$ cat src/rtl/alu_issue.sv
// alu_issue: in-order issue stage that sits in front of a single ALU.
//   - 8 x DW register file. r0 always reads as zero. Writeback to a source
//     register is bypassed to the operand read in the same cycle.
//   - Scoreboard with one pending-write bit per register. It detects RAW
//     hazards on rs1/rs2 and WAW hazards on rd.
//   - One-entry registered operand bundle toward the ALU, with a
//     valid/ready handshake.
// Ports:
//   clk, rst_n                       clock, synchronous active-low reset
//   in_valid/in_ready                decoded instruction handshake
//   in_op, in_rd, in_rs1, in_rs2     opcode and register indices
//   in_imm, in_use_imm, in_wr        immediate, operand-B select, writes rd
//   alu_valid/alu_ready              operand bundle handshake
//   alu_op, alu_a, alu_b, alu_rd,    registered operand bundle
//   alu_wr
//   wb_en, wb_addr, wb_data          ALU result writeback
//   busy                             pending-write bit per register

// One architectural register plus its scoreboard bit (r1..r7 only).
module alu_issue_reg #(
  parameter int DW = 8
) (
  input  logic          clk,
  input  logic          rst_n,
  input  logic          wb_hit,
  input  logic [DW-1:0] wb_data,
  input  logic          set_busy,
  output logic [DW-1:0] data,
  output logic          busy
);
  always_ff @(posedge clk) begin
    if (!rst_n) begin
      data <= '0;
      busy <= 1'b0;
    end else begin
      if (wb_hit) data <= wb_data;
      // When a new writer issues in the same cycle as a writeback, the
      // new writer's set must win.
      if (set_busy)    busy <= 1'b1;
      else if (wb_hit) busy <= 1'b0;
    end
  end
endmodule

module alu_issue #(
  parameter int DW = 8
) (
  input  logic          clk,
  input  logic          rst_n,
  input  logic          in_valid,
  output logic          in_ready,
  input  logic [3:0]    in_op,
  input  logic [2:0]    in_rd,
  input  logic [2:0]    in_rs1,
  input  logic [2:0]    in_rs2,
  input  logic [DW-1:0] in_imm,
  input  logic          in_use_imm,
  input  logic          in_wr,
  output logic          alu_valid,
  input  logic          alu_ready,
  output logic [3:0]    alu_op,
  output logic [DW-1:0] alu_a,
  output logic [DW-1:0] alu_b,
  output logic [2:0]    alu_rd,
  output logic          alu_wr,
  input  logic          wb_en,
  input  logic [2:0]    wb_addr,
  input  logic [DW-1:0] wb_data,
  output logic [7:0]    busy
);
  localparam int NREG = 8;

  logic [NREG-1:0][DW-1:0] rf;
  logic [NREG-1:0]         busy_q;
  logic                    issue;

  // r0 is hard-wired. It has no storage and is never marked busy.
  assign rf[0]     = '0;
  assign busy_q[0] = 1'b0;

  for (genvar g = 1; g < NREG; g++) begin : g_reg
    logic wb_hit, set_busy;
    assign wb_hit   = wb_en && (wb_addr == 3'(g));
    assign set_busy = issue && in_wr && (in_rd == 3'(g));
    alu_issue_reg #(.DW(DW)) u_reg (
      .clk      (clk),
      .rst_n    (rst_n),
      .wb_hit   (wb_hit),
      .wb_data  (wb_data),
      .set_busy (set_busy),
      .data     (rf[g]),
      .busy     (busy_q[g])
    );
  end

  assign busy = busy_q;

  // Source reads. A same-cycle writeback to the source is forwarded.
  // rf[0] is zero, so the nonzero guard only matters for the bypass.
  logic          byp_rs1, byp_rs2;
  logic [DW-1:0] rd_a, rd_b;

  assign byp_rs1 = wb_en && (wb_addr == in_rs1) && (in_rs1 != 3'd0);
  assign byp_rs2 = wb_en && (wb_addr == in_rs2) && (in_rs2 != 3'd0);
  assign rd_a    = byp_rs1 ? wb_data : rf[in_rs1];
  assign rd_b    = in_use_imm ? in_imm : (byp_rs2 ? wb_data : rf[in_rs2]);

  // busy[0] is always 0, so the index-nonzero qualifier is implicit.
  // A writeback resolves a RAW hazard in the same cycle through the bypass.
  // A WAW hazard is not resolved this way: the new writer must not set busy
  // while the older writer's writeback is still clearing it.
  logic haz_rs1, haz_rs2, haz_waw, hazard;

  assign haz_rs1 = busy_q[in_rs1] && !(wb_en && (wb_addr == in_rs1));
  assign haz_rs2 = !in_use_imm && busy_q[in_rs2] && !(wb_en && (wb_addr == in_rs2));
  assign haz_waw = in_wr && busy_q[in_rd];
  assign hazard  = haz_rs1 || haz_rs2 || haz_waw;

  assign in_ready = rst_n && !hazard && (!alu_valid || alu_ready);
  assign issue    = in_valid && in_ready;

  // Output bundle register. EMPTY/FULL tracks whether a bundle is held.
  typedef enum logic {S_EMPTY, S_FULL} state_t;
  state_t state;

  assign alu_valid = (state == S_FULL);

  always_ff @(posedge clk) begin
    if (!rst_n) begin
      state  <= S_EMPTY;
      alu_op <= '0;
      alu_a  <= '0;
      alu_b  <= '0;
      alu_rd <= '0;
      alu_wr <= 1'b0;
    end else begin
      // In FULL, an issue is only possible when alu_ready is high, so
      // loading the register here never overwrites an unconsumed bundle.
      if (issue) begin
        alu_op <= in_op;
        alu_a  <= rd_a;
        alu_b  <= rd_b;
        alu_rd <= in_rd;
        alu_wr <= in_wr && (in_rd != 3'd0);
      end
      case (state)
        S_EMPTY: if (issue) state <= S_FULL;
        S_FULL:  if (!issue && alu_ready) state <= S_EMPTY;
        default: state <= S_EMPTY;
      endcase
    end
  end
endmodule

$ cat config.mk
export PLATFORM = sky130hd
export DESIGN_NAME = alu_issue
export DESIGN_NICKNAME = d
export VERILOG_FILES = /design/src/rtl/alu_issue.sv
export SDC_FILE = /design/constraint.sdc
export NUM_CORES = 1
export LEC_CHECK = 0
export BUFFER_PORTS_ARGS = -buffer_cell sky130_fd_sc_hd__buf_2
export CORE_MARGIN = 10
export CORE_UTILIZATION = 40
export CTS_BUF_LIST = sky130_fd_sc_hd__clkbuf_4
export CTS_CLUSTER_SIZE = 20
export DETAILED_ROUTE_END_ITERATION = 8
export SLEW_MARGIN = 30
export SYNTH_ARGS = -nofsm -noshare
export SYNTH_HDL_FRONTEND = slang
export SYNTH_SLANG_ARGS = --single-unit
$ cat constraint.sdc
create_clock -name clk -period 2.1 [get_ports clk]
set_input_delay 0.105 -clock clk [delete_from_list [all_inputs] [get_ports clk]]
set_output_delay 0.105 -clock clk [all_outputs]
set_load 0.1 [all_outputs]
==> impl_metrics.ini, run 1 <==
[run_status]
outcome = complete, but fails checks
violations = negative setup slack

[worst_setup_path]
critPathKind = register to primary output
crit_required_ps = 2000
r2r_start = g_reg[3].u_reg.busy
max_stage_delay_ps = 470
rrSetupSlack_ps = -80
cp.buffers_inverters = 1
cp-start-kind = register
cp_num_cells = 5
r2r_cells = 7
crit_chain = mux4_2 -> nor2_2 -> o311ai_4 -> nor3_4 -> buf_12
cp-end-kind = primary output
critPathSlowestCell = mux4_2
worst_ep_arrival_time_ps = 2090
critPathMaxFanout = 4
reg2reg_to = alu_b[5]
crit_family = multiplexers

[synth]
synth-async-reset-ratio_pct = 0
yosysWarnings = 0
ys_ff_latch = 88
ys_seq_area_share_pct = 35.34
netlist_area_um2 = 4985
synth_top_cell_by_area = dfxtp_1
synth_edf_count = 0
syn_area_per_cell_um2 = 8.521
ys_types = 39
ys.flop_type = dfxtp_1
synth_area_leaders = dfxtp_1, mux2i_1, nand2_1, a21boi_1, a221oi_1
synthesis.nets = 624
netlist_instances = 585
synth_top_area_share_pct = 35.34

[detailed_routing]
drt-initial-drc-count = 363
via_count = 4677
drt_pass1_iterations = 5
wl_um = 15830
drc = 0
drtAntennaViolNets = 0
vias_per_cell = 5.413
wl_per_cell_um = 18.32

[timing]
fin_skew_ps = 13.55
slew_violations = 0
period_minus_slack_ps = 2191
slew_headroom_pct = 40.87
finalHoldViolCount = 0
fin_setup_tns_ps = -812.7
finalSetupViolCount = 22
worst_slew_pin_slew_ps = 886.9
setup_ws_ps = -90.54
rsz0062_at_grt = yes
period_share_pct = 104.3
fmax_ghz = 0.4565

[die]
rows = 40
core_um2 = 12110
start_util_pct = 41.16
die-height_um = 131.6
io_pins = 73
dieArea_um2 = 17330
die_w_um = 131.6

[clocking]
cts_buffer_depth = 2
cts_max_level = 3
clkLatencyLatePin_ps = 480
clk_pin_slew_worst_paths_ps = 150
root_buffer = clkbuf_4
cts_buffers = 9
cts_tree = yes
cts_sinks = 88

[finish]
fin_nets = 729
syn2layout_area_growth_pct = 27.79
final_layout_size_suffix_gt1_share_pct = 25.04

[power]
peakVddDrop_v = 0.0003749
cellLeakagePower_uw = 0.002651
total_power_uw = 3960
powerDensity_nw_per_um2 = 621.6

[global_routing]
grt_max_degree = 95
use_met2_pct = 29.56
use_met3_pct = 4.040
antenna_found_initial = 1
first_global_vias = 4574
gr-usage-all-layers_pct = 17.63
grt_first_pass_wirelength_um = 24640
grt-ovfl-total = 0
gr-max-usage-layer = met2
grtUsageMet1_pct = 21.88

[hold_path]
min_from = in_rd[0]
whs_path_depth = 4
min_to = alu_rd[0]
hp-class = input port to register

[place]
routabilityCongestion = 0.9087
numPortBuffers = 71
hpwl_um = 11080

[flow_run]
maxCapViolations = 0
sequential cells by signal, indices dropped and copies added, names as in the netlist:
signal / cells
alu_op: 4
alu_b: 8
alu_a: 8
g.u_reg.data: 56
alu_valid: 1
g.u_reg.busy: 7
alu_rd: 3
alu_wr: 1
tightest hold or removal path: stages:
cell and delay (ps):
buf_2 140, buf_4 160, inv_1 50, mux2i_1 50
routing by layer:
layer	wire (um)	share of wire [%]
met4	298	1.9
met2	7634	48
met1	6996	44
met3	897	5.7
met5	0	0
cells in the mapped netlist, types with 6 or more instances:
library cell,count
a21boi_1,57
a21oi_1,8
a221oi_1,35
buf_1,14
buf_2,7
buf_4,10
clkbuf_1,24
dfxtp_1,88
inv_1,16
mux2_1,19
mux2i_1,58
nand2_1,136
nand3_1,12
nand4_1,7
nor2_1,20
nor2b_1,9
o21ai_1,7
o311ai_0,7
o31ai_1,12
o31ai_4,6
worst max path at each step:
stage	start	endpoint	slack [ps]
floorplan	g_reg[3].u_reg.busy	in_ready	5
global placement	g_reg[3].u_reg.busy	alu_b[0]	-7
detailed placement	g_reg[3].u_reg.busy	alu_a[4]	-50
CTS	g_reg[3].u_reg.busy	in_ready	-130
global route	g_reg[7].u_reg.busy	in_ready	-170
finish	g_reg[7].u_reg.busy	in_ready	-90
per-stage QoR:
stage	hold slack, ps	area (um^2)	setup slack (ps)	std cells	utilization [%]
global placement	345.3	5648	-7.031	812	46.63
CTS	25.33	6207	-130.2	859	51.25
global route	15.46	6370	-172.3	864	52.59
floorplan	237.3	5010	4.759	585	-
detailed placement	359.2	5648	-52.74	812	46.63
finish	61.70	6370	-90.54	864	52.59
final cells by class:
class	count	area (um^2)
fill	1135	5742
multi-input combinational	422	2994
sequential	88	1772
timing repair buffer	152	1150
tap	168	210.2
clock inverter	7	110.1
clock buffer	9	67.56
inverter	17	63.81
antenna	1	2.502
power by group:
group / leakage, uW / internal (uW) / switching, uW
Sequential: 0.000717 / 1730 / 33.6
Clock: 0.0000910 / 592 / 607
Combinational: 0.00184 / 338 / 662
Total: 0.00265 / 2660 / 1300
logic make-up after synthesis:
group           after synthesis  synth area share, %
simple gates                199                16.79
compound gates              138                22.97
flops                        88                35.34
mux                          79                16.84
buf+inv                      75                7.103
xor+xnor                      5               0.8787
other cells                   1              0.07523
what timing repair did:
action,CTS,global route
hold buffers,27,0
setup endpoints to repair,28,28
hold endpoints to repair,77,0
pin swaps,9,10
cloned,1,3
setup buffers,3,1
resized for setup,19,17
cells in the final DEF (no fill, tap or decap), types with 3 or more instances in the layout:
cell type,instances
buf_6,3
mux2_1,16
o31ai_1,10
nor2_1,19
dfxtp_1,82
dlygate4sd3_1,27
mux2_4,3
dfxtp_2,5
nand2b_1,4
o31ai_4,8
o311ai_0,6
nand2_1,136
nand4_1,7
nand3_1,12
clkbuf_4,9
buf_4,45
inv_1,16
a21oi_1,8
buf_12,4
buf_2,70
mux2i_1,57
bufinv_16,3
xnor2_1,3
o21ai_1,4
a221oi_1,33
a21boi_1,56
nor2b_1,8
o21ai_2,3
(Power assumes the default switching activity.)
==> run 2, diff against run 1 <==
--- a/config.mk
+++ b/config.mk
@@ -11,6 +11,7 @@
 export CTS_BUF_LIST = sky130_fd_sc_hd__clkbuf_4
 export CTS_CLUSTER_SIZE = 20
 export DETAILED_ROUTE_END_ITERATION = 8
+export SKIP_LAST_GASP = 1
 export SLEW_MARGIN = 30
 export SYNTH_ARGS = -nofsm -noshare
 export SYNTH_HDL_FRONTEND = slang
==> run 2 against run 1 <==
The run still ends with negative setup slack left. Sequential cell count is the same. Register-to-register slack about the same. Wire length grew 0.28%. Non-clock buffer count unchanged. Sequential share of layout area about the same. Highest routed layer unchanged. Die area is the same. First-iteration DRC count is 6.9% higher. Critical endpoint is now alu_b[2]. Maximum frequency shrank 0.13%.
==> impl_metrics.ini, run 2 (synthesis results as in run 1) <==
[timing]
worst_slew_pin_slew_ps = 880.7
period_share_pct = 104.5
fmax_ghz = 0.4559
slew_headroom_pct = 41.29
fin_skew_ps = 12.76
finalHoldViolCount = 0
finalSetupViolCount = 22
setup_ws_ps = -93.47
period_minus_slack_ps = 2193
slew_violations = 0
rsz0062_at_grt = yes

[power]
peakVddDrop_v = 0.0003762
cellLeakagePower_uw = 0.002646
powerDensity_nw_per_um2 = 622.8

[die]
die-height_um = 131.6
die_w_um = 131.6
rows = 40
io_pins = 73
dieArea_um2 = 17330
start_util_pct = 41.16
core_um2 = 12110

[detailed_routing]
drt-initial-drc-count = 388
vias_per_cell = 5.431
via_count = 4692
wl_per_cell_um = 18.37
drtAntennaViolNets = 0
drt_pass1_iterations = 6
drc = 0
wl_um = 15870

[global_routing]
first_global_vias = 4572
grt_first_pass_wirelength_um = 24640
grt_max_degree = 95
gr-usage-all-layers_pct = 17.63
grt-ovfl-total = 0
antenna_found_initial = 1

[finish]
fin_util_pct = 52.53
syn2layout_area_growth_pct = 27.64
largest_register = g.u_reg.data
fin_nets = 729
largest_register_ffs = 56
final_layout_size_suffix_gt1_share_pct = 24.75
largestRegisters = g.u_reg.data (56), alu_a (8), alu_b (8)
multi_input_area_um2 = 2987
final_common_cell = nand2_1
seq_area_um2 = 1772
fill_cells = 1138
mostFrequentLayoutCells = nand2_1, dfxtp_1, buf_2, mux2i_1, a21boi_1

[run_status]
outcome = complete, but fails checks
violations = negative setup slack

[worst_setup_path]
worst_ep_arrival_time_ps = 2600
crit_required_ps = 2510
critPathMaxFanout = 6
critPathSlowestCell = or3_4
crit_chain = mux2_4 -> a221o_1 -> and3_4 -> buf_6 -> or3_4 -> buf_12 -> o31ai_4
cp-end-kind = register
max_stage_delay_ps = 460
cp-start-kind = register
critPathKind = register to register

[place]
routabilityCongestion = 0.9087
hpwl_um = 11080
numPortBuffers = 71
post-place-ws_ps = -52.74

[clocking]
clk_pin_slew_worst_paths_ps = 130
cts_buffer_depth = 2
cts_max_level = 3
cts_sinks = 88
clkLatencyLatePin_ps = 490
cts_buffers = 9
root_buffer = clkbuf_4
cts_tree = yes

[flow_run]
maxCapViolations = 0

[hold_path]
hp-class = input port to register
-- run 2: cell counts in the layout (fill, tap and decap cells not counted) --
No cell type changed its count.
-- run 2: final timing paths --
| check | end | from | cells after the start | slack, ps |
|---|---|---|---|---|
| setup / recovery | alu_b[2] | g_reg[3].u_reg.busy | 7 | -90 |
| hold / removal | alu_rd[0] | in_rd[0] | 4 | 60 |
| setup reg to reg | alu_b[2] | g_reg[3].u_reg.busy | 7 | -90 |
| hold reg to reg | alu_a[0] | alu_a[0] | 2 | 470 |
-- run 2: timing repair --
item                                   4_1_cts  5_1_grt
endpoints found under the hold margin       77        0
gates cloned                                 1        3
setup endpoints to repair                   28       28
setup buffers                                3        1
hold buffers                                27        0
resized for setup                           19       15
pin swaps                                    3       13
-- run 2: area by class of cell --
class | instances | area share [%]
clock buffer | 9 | 1.062
antenna | 1 | 0.03933
sequential | 88 | 27.85
inverter | 17 | 1.003
clock inverter | 7 | 1.731
multi-input combinational | 422 | 46.94
tap | 168 | 3.304
timing repair buffer | 152 | 18.07
-- run 2: power by group --
| part | internal, uW | total [uW] | switching, uW | leakage [uW] |
|---|---|---|---|---|
| clock network | 592 | 1200 | 610 | 0.0000910 |
| logic | 338 | 1000 | 662 | 0.00184 |
| registers | 1730 | 1760 | 33.6 | 0.000717 |
-- run 2: stage by stage --
step                hold WS, ps  TNS (ps)  std cells  area [um^2]  total power (uW)
floorplan                 237.3         0        585         5010              2459
global placement          345.3    -42.42        812         5648              2685
detailed placement        359.2    -799.2        812         5648              2699
CTS                       25.33    -232.2        859         6207              3953
global route              15.46     -1785        864         6362              4116
finish                    56.93    -780.8        864         6362              3962
-- run 2: worst max-delay path: cells and delay by family (launching register included) --
kind / cells / cell delay (ps)
simple gates: 2 / 640
compound gates: 2 / 530
flops: 1 / 390
buf+inv: 2 / 300
mux: 1 / 270
-- run 2: per-layer routing --
metal / wire length, um / global-route usage (%) / up-vias
li1: - / - / 2288
met1: 7013 / 21.88 / 2229
met2: 7715 / 29.56 / 154
met3: 873 / 4.040 / 21
met4: 269 / 5.501 / 0
met5: 0 / 0 / -
